### src/rtl/ps2_kbd_rx.sv
// ps2_kbd_rx: PS/2 device-to-host receiver with input filtering, frame checking and a show-ahead FIFO.
module ps2_kbd_rx #(
    parameter int FIFO_DEPTH  = 8,
    parameter int FILT_LEN    = 4,
    parameter int TIMEOUT_CYC = 20000
) (
    input  logic                          clk_i,
    input  logic                          rst_i,
    input  logic                          ps2_clk_i,
    input  logic                          ps2_dat_i,
    input  logic                          en_i,
    input  logic                          rd_i,
    input  logic                          clr_i,
    output logic [7:0]                    dat_o,
    output logic                          empty_o,
    output logic                          full_o,
    output logic [$clog2(FIFO_DEPTH):0]   cnt_o,
    output logic                          par_err_o,
    output logic                          frm_err_o,
    output logic                          ovf_o,
    output logic                          irq_o
);
    localparam int AW = $clog2(FIFO_DEPTH);
    localparam int FW = $clog2(FILT_LEN + 1);
    localparam int TW = $clog2(TIMEOUT_CYC + 1);

    typedef enum logic [1:0] {IDLE, DATA, PARITY, STOP} state_t;

    logic [1:0]         c_sync, d_sync;
    logic [1:0]         s_line, f_line;
    logic [1:0][FW-1:0] f_cnt;
    logic               f_clk, f_dat, f_clk_q, fall;
    state_t             state;
    logic [2:0]         bit_cnt;
    logic [7:0]         shreg;
    logic               par_bit;
    logic [TW-1:0]      tcnt;
    logic               stop_evt, par_ok, push, timeout, pop, wr;
    logic [7:0]         mem [FIFO_DEPTH];
    logic [AW:0]        wp, rp;

    assign s_line = {d_sync[1], c_sync[1]};
    assign f_clk  = f_line[0];
    assign f_dat  = f_line[1];
    assign fall   = f_clk_q & ~f_clk;

    // index 0 is the clock line, index 1 the data line; both idle high
    always_ff @(posedge clk_i or posedge rst_i)
        if (rst_i) begin
            c_sync  <= '1;
            d_sync  <= '1;
            f_line  <= '1;
            f_clk_q <= 1'b1;
            f_cnt   <= '0;
        end else begin
            c_sync  <= {c_sync[0], ps2_clk_i};
            d_sync  <= {d_sync[0], ps2_dat_i};
            f_clk_q <= f_line[0];
            for (int i = 0; i < 2; i++)
                if (s_line[i] == f_line[i])
                    f_cnt[i] <= '0;
                else if (f_cnt[i] == FW'(FILT_LEN - 1)) begin
                    f_line[i] <= s_line[i];
                    f_cnt[i]  <= '0;
                end else
                    f_cnt[i] <= f_cnt[i] + 1'b1;
        end

    assign stop_evt = en_i & fall & (state == STOP);
    assign par_ok   = ^{shreg, par_bit};
    assign push     = stop_evt & f_dat & par_ok;
    assign timeout  = en_i & (state != IDLE) & ~fall & (tcnt == TW'(TIMEOUT_CYC - 1));

    always_ff @(posedge clk_i or posedge rst_i)
        if (rst_i) begin
            state   <= IDLE;
            bit_cnt <= '0;
            shreg   <= '0;
            par_bit <= 1'b0;
            tcnt    <= '0;
        end else if (!en_i || timeout) begin
            state <= IDLE;
            tcnt  <= '0;
        end else begin
            tcnt <= (fall || state == IDLE) ? '0 : tcnt + 1'b1;
            if (fall)
                case (state)
                    IDLE: if (!f_dat) begin
                        state   <= DATA;
                        bit_cnt <= '0;
                    end
                    DATA: begin
                        shreg   <= {f_dat, shreg[7:1]};
                        bit_cnt <= bit_cnt + 3'd1;
                        if (bit_cnt == 3'd7) state <= PARITY;
                    end
                    PARITY: begin
                        par_bit <= f_dat;
                        state   <= STOP;
                    end
                    default: state <= IDLE;
                endcase
        end

    assign cnt_o   = wp - rp;
    assign empty_o = cnt_o == '0;
    assign full_o  = cnt_o == (AW + 1)'(FIFO_DEPTH);
    assign irq_o   = ~empty_o;
    assign pop     = rd_i & ~empty_o;
    assign wr      = push & (~full_o | pop);
    assign dat_o   = empty_o ? 8'h00 : mem[rp[AW-1:0]];

    always_ff @(posedge clk_i)
        if (wr) mem[wp[AW-1:0]] <= shreg;

    // a flag being set outranks a clear in the same cycle
    always_ff @(posedge clk_i or posedge rst_i)
        if (rst_i) begin
            wp        <= '0;
            rp        <= '0;
            par_err_o <= 1'b0;
            frm_err_o <= 1'b0;
            ovf_o     <= 1'b0;
        end else begin
            wp        <= wp + (AW + 1)'(wr);
            rp        <= rp + (AW + 1)'(pop);
            par_err_o <= (stop_evt & ~par_ok) | (par_err_o & ~clr_i);
            frm_err_o <= (stop_evt & ~f_dat) | timeout | (frm_err_o & ~clr_i);
            ovf_o     <= (push & full_o & ~pop) | (ovf_o & ~clr_i);
        end
endmodule

### config.mk
export PLATFORM = sky130hd
export DESIGN_NAME = ps2_kbd_rx
export DESIGN_NICKNAME = d
export VERILOG_FILES = /design/src/rtl/ps2_kbd_rx.sv
export SDC_FILE = /design/constraint.sdc
export NUM_CORES = 1
export LEC_CHECK = 0
export BUFFER_PORTS_ARGS = -buffer_cell sky130_fd_sc_hd__buf_2
export CAP_MARGIN = 20
export CORE_MARGIN = 3
export CORE_UTILIZATION = 50
export DETAILED_ROUTE_END_ITERATION = 8
export HOLD_SLACK_MARGIN = 0.08
export PLACE_DENSITY = 0.77
export SLEW_MARGIN = 30
export SYNTH_ARGS = -nofsm -noshare
export SYNTH_HDL_FRONTEND = slang
export SYNTH_SLANG_ARGS = --single-unit
### constraint.sdc
create_clock -name clk_i -period 3.1 [get_ports clk_i]
set_input_delay 0.62 -clock clk_i [delete_from_list [all_inputs] [get_ports clk_i]]
set_output_delay 0.62 -clock clk_i [all_outputs]
set_load 0.01 [all_outputs]
# Word-level counts from Yosys, hierarchy flattened
# Memories as Yosys holds them, arrays and structs flattened.
# Index checks and enable logic that the tools add are counted.
# classes
n_addsub,7
eq_ne,13
muxes,16
n_bitwise,33
reduce_logical,15
# ops
cell,n
$mux W15,2
$and A1 B1 Y1,17
$add A15 B1 Y15 const B,1
$eq A15 B15 Y1 const B,1
$mux W3,5
$not A1 Y1,11
$add A3 B1 Y3 const B,3
$reduce_and A3 Y1,3
$reduce_xor A9 Y1,1
$add A4 B1 Y4,2
$mux W2,4
$mux W8,1
$eq A3 B2 Y1 const B,2
$ne A3 B3 Y1 const B,2
$pmux W2 S3,1
$pmux W3 S2,1
$reduce_bool A2 Y1,3
$or A1 B1 Y1,5
$eq A2 B2 Y1 const B,2
$eq A4 B4 Y1 const B,1
$logic_not A4 Y1,1
$reduce_and A2 Y1,2
$reduce_and A4 Y1,1
$sub A4 B4 Y4,1
other kinds (8),11
# totals
ff_bits,53
mem_bits_rw,64
elab_cells,102
mem_count,1
# memory_table
name,depth,width,read_ports,rd_clocked_by_memory_dff,write_ports,line_no,source
mem,8,8,1,0,1,39,logic [7:0] mem [FIFO_DEPTH];

# Longest topological paths before layout
# Gate-level depths: netlist (run 1).
# logic_depth
word_depth,9
mapped_depth,13

# Worst setup path after synthesis (run 1)
# No wires, ideal clock.
# synth_timing
path_kind,flip-flop to flip-flop
from,reg rp[1]
to,mem mem[4][0] (enable)
arrival_time_ns,3.049
setup_slack_ns,-0.332
stages_incl_launch_ff,11
period_less_slack_ns,3.432
path_cell_list,dfrtp_1 > clkbuf_1 > clkbuf_1 > inv_1 > ha_1 > nor2b_1 > o21a_1 > or3_1 > and3_1 > buf_2 > nor3_1
# synth_between
elab_chain_cells,8
word_cells_on_any_way,10
# synth_lines
element,line_no,source
"start, declared",40,"logic [AW:0] wp, rp;"
"start signal, assigned",126,rp <= rp + (AW + 1)'(pop);
$sub A4 B4 Y4 *,105,assign cnt_o = wp - rp;
$logic_not A4 Y1,106,assign empty_o = cnt_o == '0;
$not A1 Y1,109,assign pop = rd_i & ~empty_o;
$and A1 B1 Y1,109,
$or A1 B1 Y1 *,110,assign wr = push & (~full_o | pop);
$and A1 B1 Y1 *,110,
$mux W1 *,114,if (wr) mem[wp[AW-1:0]] <= shreg;
$mux W1 (not written as such) *,114,
"end, declared",39,
# Every way passes the cells marked *; elsewhere a longest branch is shown, timed or not.

# Worst setup path after layout (run 1)
# layout_timing
from,reg wp[0]
to,out dat_o[3]
# layout_between
elab_chain_cells,3
# layout_lines
element,line_no,source
"start, declared",40,
"start signal, assigned",125,wp <= wp + (AW + 1)'(wr);
$sub A4 B4 Y4,105,
$logic_not A4 Y1,106,
$mux W8,111,assign dat_o = empty_o ? 8'h00 : mem[rp[AW-1:0]];
"end, declared",14,"output logic [7:0] dat_o,"
# No other way between the ends.

==> impl_metrics.ini, run 1 <==
[clock_tree]
htreeDepth = 4
cts_tree = done
cts.clk_slew.worst_paths_ns = 0.06
clkLatencyLatePin_ns = 0.52
cts_sinks = 117
cts_made_buffers = 17
holdBufCountCts = 0
clock_path_buffers = 2
cts_root_buf = clkbuf_8

[timing]
layout_setup_ws_ns = -0.119
layout_min_cycle_time_ns = 3.22
hold_viol = 0
max_freq_mhz = 311
tightest_slew_ns = 0.665
slew_headroom = 0.553
slew_viol_final = 0
setup_viol = 11
rsz0062_at_grt = true
fin_crit_sh = 1.04
skew_ns = 0.00933

[detailed_routing]
drtIter0Drc = 111
drcViolationCount = 0
vias = 2898
wl_per_cell_um = 16.9
routed_wl_mm = 9.17
antenna_left = 0
firstDrtPassIters = 4
routed_via_density = 5.34

[placed_design]
gp_congestion = 0.766
hpwl_mm = 5.87
postPlaceCellArea_mm2 = 0.00547
place_ws_ns = 0.190
port_buffers = 24

[logic_synthesis]
syn-cell-area_mm2 = 0.00506
synth_cells = 343
synth_nets = 367
synth_edf_count = 64
netlist-cell-type-count = 41
synth.ff_latch_count = 117
ys.warnings.count = 0
ys_async_sr_fraction = 0.453
synth_top_flop_cell = edfxtp_1
ys_seq_area_frac = 0.644
postSynthAreaPerCell_um2 = 14.7

[floorplan]
core-area_mm2 = 0.00982
dieArea_mm2 = 0.0114
die_w_um = 107
initial_core_util = 0.515
io_pins = 25
die_h_um = 107
fp-row-count = 36

[critical_path]
crit_family = adder cells
cpMaxStageDelayCell = dfrtp_1
ff2ff_setup_slack_ns = 0.01
crit_path_end_kind = primary output
max_stage_delay_ns = 0.40
crit_top_cell = inv_2
critPathMaxFanout = 6
cp_cell_sequence = inv_2, ha_4, inv_2, fa_2, xor2_2, or3_4, a21oi_4, buf_6, a21oi_2, buf_2
crit_path_start_kind = register
required_ns = 2.48
critPathKind = register to primary output
crit_arrival_ns = 2.60
worst-path-buf-inv = 4

[cells_and_area]
drive_gt1_frac = 0.341
diodes = 0
final_common_cell = edfxtp_1
nNetsFinal = 421
stdcell_area_mm2 = 0.00615
area_growth_pct = 21.6
final_cell_mix = 64 x edfxtp_1, 45 x dfrtp_1, 32 x nand2_1

[global_routing]
grt_antenna_before_repair = 0
track_usage = 0.182
grt_max_degree = 51
overflow = 0
grt_pass1_wl_mm = 15.4
grt_pass1_vias = 3058

[pwr]
ir_drop_mv = 0.543
power.density_mw_per_mm2 = 804
finalPower_mw = 4.95
p_leak_nw = 2.42

[worst_hold_path]
hold_class = input port to asynchronous set/reset pin

[status]
status = complete, but fails checks
violations = negative setup slack

[run]
max_cap_viol_count = 0
==> where the power goes <==
| part | switching, mW | internal (mW) | leakage (nW) |
|---|---|---|---|
| clock | 0.705 | 0.979 | 0.237 |
| combinational | 0.727 | 0.631 | 0.898 |
| sequential | 0.121 | 1.78 | 1.28 |
==> timing repair <==
item	4_1_cts	5_1_grt
resized for setup	19	5
pin swaps	4	2
setup buffers	3	5
endpoints found under the setup margin	10	11
cloned	1	0
==> per-layer routing <==
metal,global-route usage,wire [um],up-vias
met5,0,0,-
met4,0.0557,94,0
met3,0.0578,360,12
met2,0.304,4870,59
met1,0.227,3850,1473
li1,-,-,1354
==> cell usage after synthesis, types with 3 or more instances <==
master	instances	area, um^2
dfstp_2	7	184
edfxtp_1	64	1920
dfrtp_1	46	1150
inv_1	16	60.1
xor2_1	13	114
nor4b_2	4	60.1
xnor2_1	12	105
nor4_2	3	37.5
mux2_2	12	135
ha_1	16	200
nand4_1	3	18.8
nand3_1	12	60.1
o21ai_0	3	15.0
buf_2	4	20.0
nor3_1	6	30.0
or3_1	4	25.0
nor2b_1	7	43.8
a21oi_1	9	45.0
nand2_1	32	120
mux4_2	16	360
clkbuf_1	6	22.5
nor2_1	24	90.1
==> final timing paths <==
path | from | to | cells past startpoint
min in group clk_i | ps2_dat_i | d_sync[0] | 1
min | rst_i | rp[1] | 2
max | wp[0] | dat_o[3] | 10
min reg2reg | d_sync[0] | d_sync[1] | 0
max reg2reg | wp[0] | wp[2] | 15
max in group asynchronous | rst_i | f_clk_q | 3
==> worst register-to-register path, cell delays in order, from the launching register on <==
cell	delay, ns
dfrtp_1	0.40
inv_2	0.08
ha_4	0.13
inv_2	0.04
fa_2	0.39
xor2_2	0.17
or3_4	0.35
buf_4	0.14
buf_4	0.13
nor2_1	0.13
and3_1	0.23
buf_12	0.17
nor2_1	0.06
ha_1	0.20
ha_1	0.20
xor2_1	0.16
==> cell type report <==
type                            count  area (um^2)
Clock inverter                     15          106
Multi-Input combinational cell    198         1830
Clock buffer                       17          414
Timing Repair Buffer               46          308
Sequential cell                   117         3260
Tap cell                          133          166
Fill cell                         746         3670
Inverter                           17         66.3
==> stage by stage <==
stage                     hold WS [ns]  cells  setup TNS, ns  utilization
final                            0.177    543          -1.16        0.626
after global routing             0.171    543          -2.29        0.626
after CTS                        0.179    538         -0.829        0.620
after detailed placement         0.348    502              0        0.557
after global placement           0.346    502              0        0.557
after floorplan                  0.345    343              0            -
==> kinds of logic (layout without fill, tap and decap cells) <==
group           after synthesis  after routing  synth area share
simple gates                105            105             0.114
mux                          30             30             0.102
buf+inv                      28             95            0.0225
flops                       117            117             0.644
xor+xnor                     28             28            0.0542
compound gates               18             18            0.0205
fa+ha+maj                    17             17            0.0435
==> sequential cells by signal, summed over array words and instances (netlist names), 2 cells and up <==
name     cells
d_sync       2
c_sync       2
wp           4
rp           4
bit_cnt      3
f_cnt        6
tcnt        15
shreg        8
state        2
mem         64
f_line       2
No activity file was read; power rests on OpenSTA's default activity.
==> inputs of run 2 (changes only) <==
--- a/config.mk
+++ b/config.mk
@@ -11,7 +11,7 @@
 export CORE_UTILIZATION = 50
 export DETAILED_ROUTE_END_ITERATION = 8
 export HOLD_SLACK_MARGIN = 0.08
-export PLACE_DENSITY = 0.77
+export PLACE_DENSITY = 0.74
 export SLEW_MARGIN = 30
 export SYNTH_ARGS = -nofsm -noshare
 export SYNTH_HDL_FRONTEND = slang
==> constraint.sdc (replaced) <==
create_clock -name clk_i -period 3.4 [get_ports clk_i]
set_input_delay 0.68 -clock clk_i [delete_from_list [all_inputs] [get_ports clk_i]]
set_output_delay 0.68 -clock clk_i [all_outputs]
set_load 0.01 [all_outputs]
==> run 2 against run 1 <==
Against the previous run:
- the run now ends clean
- cell area decreased by 1.5%
- clock power increased by 7%
- non-clock buffer count decreased by 10
- critical path type unchanged
- sequential cell count unchanged
- register-to-register slack improved by 0.30 ns
==> impl_metrics.ini, run 2 (same netlist as run 1, synthesis figures left out) <==
[pwr]
p_leak_nw = 2.42
p_int_mw = 3.26
p_sw_frac = 0.299
p_seq_frac = 0.372
pwr-share-comb = 0.240
pwr-share-clk = 0.387
ir_drop_mv = 0.608
power.switching_mw = 1.39
power.density_mw_per_mm2 = 768

[critical_path]
crit_path_end_kind = primary output
cpMaxStageDelayCell = dfrtp_2
crit_path_start_kind = register
r2r_cells = 6
crit_arrival_ns = 2.59
critPathKind = register to primary output
critPathMaxFanout = 8
endpoint = dat_o[0]
worst-path-buf-inv = 2
cp_cell_sequence = ha_1, nor2b_1, o21a_1, or3_1, a21oi_4, buf_6, a21oi_1, buf_2
startpoint = wp[1]
max_stage_delay_ns = 0.47
cp.depth = 8
reg2reg_to = mem[2][5]
required_ns = 2.72
crit_family = simple AND/OR/NAND/NOR gates
reg2reg_from = wp[1]
ff2ff_setup_slack_ns = 0.31

[detailed_routing]
routed_wl_mm = 9.31
wl_per_cell_um = 17.5
drtIter0Drc = 198
routed_via_density = 5.33
vias = 2842
drcViolationCount = 0
firstDrtPassIters = 4
antenna_left = 0

[cells_and_area]
nNetsFinal = 411
final_common_cell = edfxtp_1
diodes = 0
drive_gt1_frac = 0.298
finalNonFillerCells = 533
seqCellArea_mm2 = 0.00326
multi_input_area_mm2 = 0.00174
largest_reg_flops = 64
area_growth_pct = 19.7
final.fill_count = 750
utilization = 0.617
final_cell_mix = 64 x edfxtp_1, 45 x dfrtp_1, 32 x nand2_1

[floorplan]
initial_core_util = 0.515
fp-row-count = 36
core-area_mm2 = 0.00982
die_w_um = 107
dieArea_mm2 = 0.0114
io_pins = 25
die_h_um = 107

[clock_tree]
cts_sinks = 117
htreeDepth = 4
holdBufCountCts = 0
cts_root_buf = clkbuf_8
cts.clk_slew.worst_paths_ns = 0.06
cts_tree = done
clock_path_buffers = 2
cts_made_buffers = 17
clkLatencyLatePin_ns = 0.50

[global_routing]
overflow = 0
grt_pass1_wl_mm = 15.3
grt_max_degree = 54
grt_pass1_vias = 2952
grt_antenna_before_repair = 0
track_usage = 0.178

[placed_design]
dpl.cell_count = 499
gp_congestion = 0.825
port_buffers = 24
hpwl_mm = 5.82

[timing]
skew_ns = 0.0123
slew_viol_final = 0
layout_min_cycle_time_ns = 3.27
slew_headroom = 0.377
tightest_slew_ns = 0.926
setup_viol = 0
hold_viol = 0
fin_crit_sh = 0.960
max_freq_mhz = 306
rsz0062_at_grt = false

[status]
status = complete, no violations

[run]
max_cap_viol_count = 0

[worst_hold_path]
hold_class = input port to asynchronous set/reset pin
-- run 2: cell count changes in the layout (fill, tap and decap cells not counted), sizes merged --
cell	before	now
inv	20	22
bufinv	0	3
clkinv	5	7
clkinvlp	7	0
buf	46	36
-- run 2: timing repair --
item	CTS	global route
gates cloned	1	0
buffers inserted	1	0
resized for setup	4	6
hold endpoints to repair	0	0
endpoints found under the setup margin	5	10
-- run 2: how the worst min path moves through the flow --
stage          startpoint        end  slack (ns)  cells past startpoint
2_1_floorplan   c_sync[0]  c_sync[1]        0.35                      0
3_3_place_gp    d_sync[0]  d_sync[1]        0.35                      0
3_5_place_dp    c_sync[0]  c_sync[1]        0.35                      0
4_1_cts         ps2_clk_i  c_sync[0]        0.25                      1
5_1_grt         ps2_clk_i  c_sync[0]        0.25                      1
6_report            rst_i      wp[3]        0.27                      2
-- run 2: power by group through the flow --
stage                     Clock, mW  Sequential (mW)  Combinational (mW)
final                          1.80             1.73                1.12
after CTS                      1.83             1.73                1.10
after global routing           1.89             1.75                1.24
after floorplan                   0             1.71               0.778
after detailed placement          0             1.76                1.06
after global placement            0             1.75                1.04
-- run 2: through the flow --
stage	worst slack, ns	hold slack [ns]	power [mW]	TNS (ns)	instance area, um^2
CTS	0.0359	0.253	4.66	0	6010
global route	0.0205	0.249	4.88	0	6050
finish	0.135	0.270	4.65	0	6050
floorplan	-0.00804	0.345	2.49	-0.193	5060
detailed placement	0.340	0.351	2.82	0	5380
global placement	0.409	0.347	2.79	0	5380
-- run 2: worst reg2reg max path, stage by stage, from the launching register on --
cell and delay, ns:
dfrtp_2 0.47, ha_1 0.31, nor2b_1 0.13, o21a_1 0.18
or3_1 0.44, and3_1 0.35, nor4_2 0.85
-- run 2: final cells by class --
cell class	count	area share
clock inverters	15	0.0320
multi-input cells	198	0.287
repair buffers	36	0.0360
clock buffers	17	0.0684
inverters	17	0.0110
well taps	133	0.0275
flip-flops and latches	117	0.538
-- run 2: metal layers --
metal / up-vias / GRT usage / wire [um]
met3: 13 / 0.0548 / 360
li1: 1337 / - / -
met1: 1425 / 0.223 / 3930
met2: 67 / 0.301 / 4880
met4: 0 / 0.0530 / 142
met5: - / 0 / 0
==> inputs of run 3 (changes only) <==
--- a/config.mk
+++ b/config.mk
@@ -7,6 +7,7 @@
 export LEC_CHECK = 0
 export BUFFER_PORTS_ARGS = -buffer_cell sky130_fd_sc_hd__buf_2
 export CAP_MARGIN = 20
+export CORE_ASPECT_RATIO = 1.5
 export CORE_MARGIN = 3
 export CORE_UTILIZATION = 50
 export DETAILED_ROUTE_END_ITERATION = 8
==> run 3 against run 2 <==
Against the previous run:
- final cell count is 3.2% lower
- cell area is 0.39% lower
- clock skew is 0.0061 ns lower
- register-to-register slack better by 0.28 ns
- clock power is 3% higher
- sequential share of layout area is 0.19 points higher
- critical path depth is 2 higher
- utilization is 0.12 points lower
- worst hold slack better by 0.085 ns
==> impl_metrics.ini, run 3 (same netlist as run 1, synthesis figures left out) <==
[timing]
fin_crit_sh = 0.948
layout_setup_ws_ns = 0.175
holdWs_ns = 0.354
rsz0062_at_grt = false
layout_min_cycle_time_ns = 3.22
slew_headroom = 0.525
tightest_slew_ns = 0.709
hold_viol = 0
tns_ns = 0
slew_viol_final = 0
max_freq_mhz = 310
skew_ns = 0.00619
setup_viol = 0

[global_routing]
grt_pass1_wl_mm = 15.0
overflow = 0
grt_antenna_before_repair = 0
track_usage = 0.180
grt_pass1_vias = 3049
grt_max_degree = 54

[placed_design]
port_buffers = 24
postPlaceCellArea_mm2 = 0.00537
dpl.cell_count = 483
hpwl_mm = 6.16
gp_congestion = 0.825
place_ws_ns = 0.568

[critical_path]
crit_path_end_kind = primary output
reg2reg_to = wp[2]
critPathMaxFanout = 6
max_stage_delay_ns = 0.42
required_ns = 2.72
cpMaxStageDelayCell = dfrtp_1
ff2ff_setup_slack_ns = 0.59
critPathKind = register to primary output
crit_arrival_ns = 2.54
crit_top_cell = inv_1
crit_path_start_kind = register
cp_cell_sequence = inv_1, ha_1, inv_1, fa_1, xor2_1, or3_4, a21oi_4, buf_6, a21oi_1, buf_2
r2r_cells = 12
reg2reg_from = wp[0]

[clock_tree]
cts_sinks = 117
cts_tree = done
clkLatencyLatePin_ns = 0.40
cts_made_buffers = 17
cts_root_buf = clkbuf_16
holdBufCountCts = 0
htreeDepth = 4
cts_setup_buffers = 0
cts.clk_slew.worst_paths_ns = 0.05
clock_path_buffers = 2

[detailed_routing]
vias = 2850
wl_per_cell_um = 18.2
drtIter0Drc = 156
routed_wl_mm = 9.39
antenna_left = 0
routed_via_density = 5.52
drcViolationCount = 0
firstDrtPassIters = 4

[cells_and_area]
largest_reg_flops = 64
final.fill_count = 723
area_growth_pct = 19.2
drive_gt1_frac = 0.297
finalNonFillerCells = 516
diodes = 0
nNetsFinal = 412
stdcell_area_mm2 = 0.00603
final_common_cell = edfxtp_1
utilization = 0.615
final_cell_mix = 64 x edfxtp_1, 46 x dfrtp_1, 32 x nand2_1

[floorplan]
die_h_um = 129
initial_core_util = 0.516
fp-row-count = 44
dieArea_mm2 = 0.0114
io_pins = 25
die_w_um = 88.1
core-area_mm2 = 0.00980

[pwr]
p_leak_nw = 2.43
power.switching_mw = 1.33
ir_drop_mv = 0.446
pwr-share-comb = 0.230
p_seq_frac = 0.371
pwr-share-clk = 0.398
p_sw_frac = 0.286
power.density_mw_per_mm2 = 774
finalPower_mw = 4.67
p_int_mw = 3.34

[worst_hold_path]
hold_class = register to register
hp-start = d_sync[0]
holdPathStages = 0
hold_end = d_sync[1]

[status]
status = complete, no violations

[run]
max_cap_viol_count = 0
-- run 3: changes by cell type in the layout (fill, tap and decap cells not counted), sizes merged --
cell      before  now
buf           36   37
bufinv         3    4
clkinv         7    8
clkinvlp       0    2
inv           22   18
-- run 3: how the worst max path moves through the flow --
stage / slack [ns] / startpoint / to
detailed placement: 0.57 / wp[0] / dat_o[7]
floorplan: -0.008 / rp[1] / mem[5][0]
finish: 0.18 / wp[0] / dat_o[1]
global route: 0.02 / wp[0] / dat_o[7]
global placement: 0.56 / wp[0] / dat_o[1]
CTS: 0.14 / wp[0] / dat_o[7]
-- run 3: what timing repair did --
| item | CTS | global route |
|---|---|---|
| endpoints found under the setup margin | 0 | 2 |
| gates resized for setup | 0 | 8 |
| endpoints found under the hold margin | 0 | 0 |
-- run 3: routing by layer --
layer | track usage | share of wire
met4 | 0.0703 | 0.012
met1 | 0.195 | 0.38
met5 | 0 | 0
met2 | 0.333 | 0.57
met3 | 0.0433 | 0.039
-- run 3: cell type report --
cell class                 count  area (um^2)  area share
sequential                   117         3260       0.540
multi-input combinational    198         1710       0.283
clock buffer                  17          425      0.0705
timing repair buffer          37          221      0.0367
clock inverter                15          204      0.0338
tap                          115          144      0.0239
inverter                      17         70.1      0.0116
-- run 3: power groups by stage --
stage               clock (mW)  sequential, mW  combinational [mW]
detailed placement           0            1.76                1.04
global placement             0            1.75                1.01
finish                    1.86            1.73                1.08
global route              1.95            1.75                1.19
CTS                       1.88            1.73                1.05
floorplan                    0            1.71               0.778
-- run 3: worst max-delay path, delay by kind of cell (launching register included) --
kind / cells / cell delay [ns]
and+or+nand+nor: 1 / 0.36
DFF: 1 / 0.42
xor gates and xnor gates: 1 / 0.18
buffers and inverters: 4 / 0.44
AOI/OAI and AO/OA: 2 / 0.22
adders and majority gates: 2 / 0.53
